[src/rtl/signal_event_unit.sv]
// Edge detect, change detect and clock-enabled delay line sharing clk/rst/ce.
// Define SIGEVT_DLY_RST_EN to give the delay stages an asynchronous reset.
module signal_event_unit #(
  parameter int CHG_WID = 16,
  parameter int DLY_WID = 5,
  parameter int DLY_DEP = 3
) (
  input  logic               clk,
  input  logic               rst,
  input  logic               ce,
  input  logic               ed_i,
  output logic               pe,
  output logic               ne,
  output logic               ee,
  input  logic [CHG_WID-1:0] cd_i,
  output logic               cd,
  input  logic [DLY_WID-1:0] dly_i,
  output logic [DLY_WID-1:0] dly_o
);

  logic               ed_q;
  logic [CHG_WID-1:0] cd_q;

  always_ff @(posedge clk or posedge rst) begin
    if (rst) begin
      ed_q <= 1'b0;
      cd_q <= '0;
    end else if (ce) begin
      ed_q <= ed_i;
      cd_q <= cd_i;
    end
  end

  assign pe = ed_i & ~ed_q;
  assign ne = ~ed_i & ed_q;
  assign ee = ed_i ^ ed_q;
  assign cd = (cd_i != cd_q);

  generate
    if (DLY_DEP == 0) begin : g_wire
      assign dly_o = dly_i;
    end else begin : g_line
      logic [DLY_WID-1:0] stg [DLY_DEP];

`ifdef SIGEVT_DLY_RST_EN
      always_ff @(posedge clk or posedge rst) begin
        if (rst) begin
          for (int k = 0; k < DLY_DEP; k++)
            stg[k] <= '0;
        end else if (ce) begin
          stg[0] <= dly_i;
          for (int k = 1; k < DLY_DEP; k++)
            stg[k] <= stg[k-1];
        end
      end
`else
      // No reset so the stages can map onto shift-register primitives.
      always_ff @(posedge clk) begin
        if (ce) begin
          stg[0] <= dly_i;
          for (int k = 1; k < DLY_DEP; k++)
            stg[k] <= stg[k-1];
        end
      end
`endif

      assign dly_o = stg[DLY_DEP-1];
    end
  endgenerate

endmodule

[config.mk]
export PLATFORM = sky130hd
export DESIGN_NAME = signal_event_unit
export DESIGN_NICKNAME = d
export VERILOG_FILES = /design/src/rtl/signal_event_unit.sv
export SDC_FILE = /design/constraint.sdc
export NUM_CORES = 1
export LEC_CHECK = 0
export ABC_AREA = 0
export CORE_MARGIN = 2
export CORE_UTILIZATION = 39
export CTS_CLUSTER_DIAMETER = 120
export DETAILED_ROUTE_END_ITERATION = 8
export DONT_BUFFER_PORTS = 1
export MAX_ROUTING_LAYER = met4
export SLEW_MARGIN = 20
export SYNTH_ARGS = -nofsm -noshare
export SYNTH_HDL_FRONTEND = slang
export SYNTH_SLANG_ARGS = --single-unit
[constraint.sdc]
create_clock -name clk -period 2.7 [get_ports clk]
set_clock_uncertainty 0.15 [all_clocks]
set_input_delay 0.54 -clock clk [delete_from_list [all_inputs] [get_ports clk]]
set_output_delay 0.54 -clock clk [all_outputs]
set_load 0.05 [all_outputs]
After elaboration in Yosys (flattened, before gate mapping)

Memories as Yosys holds them, arrays and structs flattened.
Cells that the tools add are included.

Bitwise gates (word level): 5
Equality and inequality tests: 1
Multiply operators: 0
Shifts and indexed selects: 0
Div/mod/pow operators: 0
Add/sub/neg operators: 0
Reduce and logical (&&, ||, !) cells: 0
$lt $le $gt $ge: 0
Mux-type cells: 2

Operators by type and width:

| operator               | number |
|---|---|
| inequality test 16 bit | 1 |
| AND 1 bit              | 2 |
| 2-to-1 mux 1 bit       | 2 |
| inverter 1 bit         | 2 |
| XOR 1 bit              | 1 |

RAM bits: 15
Memories kept: 1
Logic and storage cells: 11
Output and inout port bits: 9
Input bits: 25
Bits in registers: 17
Bits in latches: 0
Memory bits (read-only): 0

Memories:

| name       | words | width | rd ports | clocked after Yosys merged registers in | write ports | RTL line | text |
|---|---|---|---|---|---|---|---|
| g_line.stg | 3     | 5     | 3        | 0                                       | 3           | 43       | `logic [DLY_WID-1:0] stg [DLY_DEP];` |

Longest topological paths before layout

Depth in word-level cells: 2
Gate-level depth with buffers: 4
Gate-level depth less buffers: 3

Worst setup path before layout

OpenSTA, ideal clock, no wires.

Path kind: input to output
Start: in cd_i[2]
End: out cd
Data required time: 2.010 ns
Path slack: 0.570 ns
Path buffers: 0
Stages: 3
Data arrival time: 1.440 ns
Path through: xor2_1 nor4_1 nand4_1

Cells in the longest elaborated chain, start to end: 1

RTL lines:

| what                   | RTL line | text |
|---|---|---|
| start, declared        | 15       | `input logic [CHG_WID-1:0] cd_i,` |
| inequality test 16 bit | 37       | `assign cd = (cd_i != cd_q);` |
| end, declared          | 16       | `output logic cd,` |

No other way between the ends.

Worst setup path in the final report

Start: reg cd_q[14]
End: out cd

Cells in the longest elaborated chain, start to end: 1

RTL lines:

| what                   | RTL line | text |
|---|---|---|
| start, declared        | 22       | `logic [CHG_WID-1:0] cd_q;` |
| start signal, assigned | 30       | `cd_q <= cd_i;` |
| inequality test 16 bit | 37       |  |

No other way between the ends.

==> results.yml <==
status:
  status: "complete, no violations"
logic_synthesis:
  synthArstFlopShare_pct: 53.1
  synth_flop_cell: "dfrtp_1"
  syn_area_per_cell_sq_um: 16.4
  syn-num-nets: 111
  synth_area_sq_um: 1380
  yosysMostFrequentCell: "dfrtp_1"
  synthCells: 84
  ys_seq_elements: 32
  synthTopCellsByCount: "dfrtp_1 (17), xor2_1 (16), edfxtp_1 (15)"
  synth_warnings: 0
  synth_top_area_share_pct: 32.8
  ys_types: 14
  yosys-top-cells-area: "edfxtp_1 (33%), dfrtp_1 (31%), xor2_1 (10%)"
  yosysTopAreaCell: "edfxtp_1"
  synth-seq-area-share_pct: 63.7
  synth_edf_count: 15
setup_path:
  r2r_start: "cd_q[6]"
  rrSetupSlack_ns: 1.77
  start_kind: "flop"
  cp_slowest_cell: "dfrtp_1"
  cp.required_ns: 2.01
  crit_chain: "xor2_1, nor4_1, nand4_1, buf_4"
  reg2reg_to: "cd_q[6]"
  crit_path_end: "cd"
  reg2reg_depth: 1
  cp_slowest_stage_delay_ns: 0.40
  worstSetupStartpoint: "cd_q[14]"
  path_max_fanout: 2
  path_class: "reg2out"
  cp.arrival_ns: 1.61
  cp-end-kind: "output pin"
pwr:
  sequentialPowerShare_pct: 63.6
  irDropWorstVdd_mv: 0.275
  p_leak_nw: 0.585
  internal_power_w: 0.000704
  swShare_pct: 24.3
  power_density_nw_per_um2: 655
  pwr-share-clk_pct: 26.9
  p_sw_w: 0.000226
  p_total_w: 0.000930
  combPwrFrac_pct: 9.5
grt:
  grt-ovfl-total: 0
  grt_usage_pct: 11.1
  grt_pass1_wl_um: 3130
  antenna_found_initial: 0
  grt_pass1_vias: 676
  grt_max_degree: 34
cts:
  cts_resized: 0
  h-tree-depth: 2
  cts_tree: "built"
  clk_latency_ns: 0.32
  clock-root-buffer: "clkbuf_4"
  cts_max_path_buffers: 2
  cts_buffers: 5
  cts_sinks: 32
  cts_setup_buffers: 0
  clk_pin_slew_ns: 0.09
  hold_buffers: 0
sta:
  fin_setup_tns_ns: 0
  rsz0062_at_grt: "no"
  hold_violations: 0
  worst_slew_pin_slew_ns: 0.641
  relSlewSlack_pct: 57.2
  worst_slack_ns: 0.400
  finalSetupViolCount: 0
  min_period_over_period_pct: 85.2
  fin_crit_ns: 2.30
  slew_viol_final: 0
  fmax_ghz: 0.435
floorplanning:
  core-area_sq_um: 3360
  floorplan.initialDensity_pct: 40.9
  die_h_um: 63.4
  fp-row-count: 21
  ioPinCount: 34
  die-area_sq_um: 4020
  die_w_um: 63.4
route:
  wirelength_um: 1830
  postRouteAntennaNets: 0
  drt_iter0_drc: 18
  route.detailed.drc: 0
  via_count: 612
  wl_per_cell_um: 13.9
  firstDrtPassIters: 2
  drt-vias-per-instance: 4.64
min_path:
  hold_class: "in2async"
placed_design:
  gp_congestion: 0.659
  placed_cells: 124
  dp_slack_ns: 0.594
  place_hpwl_um: 1260
  port_buffers: 0
cells_and_area:
  n_antenna_cell: 0
  utilization_pct: 42.2
  syn_to_final_growth_pct: 3.28
  nets: 112
  fin_cells: 132
  drive_above_1_share_pct: 25.6
job:
  maxCapViolCount: 0
logic make-up after synthesis:
group,count (synthesis),share of synthesized area [%]
DFF,32,63.7
AOI/OAI and AO/OA,1,0.364
and+or+nand+nor,6,2.55
muxes,16,15.3
buffers and inverters,11,6.10
xor gates and xnor gates,16,10.2
adders and majority gates,2,1.82
worst min-delay path by stage:
stage / slack (ns) / to / depth (start not counted)
after floorplan: 0.25 / g_line.stg[0][10] / 0
after global placement: 0.25 / g_line.stg[0][10] / 0
after detailed placement: 0.25 / g_line.stg[0][10] / 0
after CTS: 0.04 / cd_q[9] / 1
after global routing: 0.05 / cd_q[6] / 1
final: 0.03 / cd_q[14] / 1
power by group through the flow:
| stage | combinational (W) | sequential (W) | clock (W) |
|---|---|---|---|
| after detailed placement | 0.0000898 | 0.000602 | 0 |
| after global routing | 0.0000983 | 0.000597 | 0.000282 |
| final | 0.0000885 | 0.000592 | 0.000250 |
| after global placement | 0.0000888 | 0.000601 | 0 |
| after CTS | 0.0000907 | 0.000592 | 0.000262 |
| after floorplan | 0.000113 | 0.000581 | 0 |
routing by layer:
layer / GRT usage, % / part of all wire [%] / up-vias
li1: - / - / 290
met1: 12.3 / 42 / 295
met2: 15.4 / 47 / 21
met3: 6.43 / 9.0 / 6
met4: 6.52 / 2.2 / 0
met5: - / 0 / -
per-stage QoR:
stage          hold slack, ns  cell area [sq um]
5_1_grt                0.0543               1420
4_1_cts                0.0429               1420
3_3_place_gp            0.254               1370
3_5_place_dp            0.255               1370
2_1_floorplan           0.250               1380
6_report               0.0286               1420
sequential cells by signal, indices dropped and copies added, names as in the netlist:
| name | cells |
|---|---|
| cd_q | 16 |
| g_line.stg | 15 |
| ed_q | 1 |
area by class of cell:
class                   instances  area (sq um)
fillers                       330          1940
clock inverters                 1          3.75
well taps                      46          57.6
clock buffers                   7          45.0
flip-flops and latches         32           876
multi-input cells              41           415
inverters                       4          15.0
repair buffers                  1          7.51
cell usage in the layout, fill, tap and decap left out:
| cell type | instances |
|---|---|
| inv_1 | 4 |
| nand2_1 | 1 |
| clkinv_1 | 1 |
| clkbuf_4 | 5 |
| buf_4 | 1 |
| mux2_2 | 8 |
| clkbuf_1 | 2 |
| dfrtp_1 | 17 |
| ha_1 | 2 |
| xor2_1 | 16 |
| edfxtp_1 | 15 |
| o21ai_0 | 1 |
| nor4_1 | 4 |
| nand4_1 | 1 |
| mux2_4 | 8 |
critical path: cells and delay by family (launching register included):
family / cells / cell delay [ns]
DFF: 1 / 0.40
buffers and inverters: 1 / 0.22
xor gates and xnor gates: 1 / 0.16
and+or+nand+nor: 2 / 0.51
No activity file was read; power rests on OpenSTA's default activity.
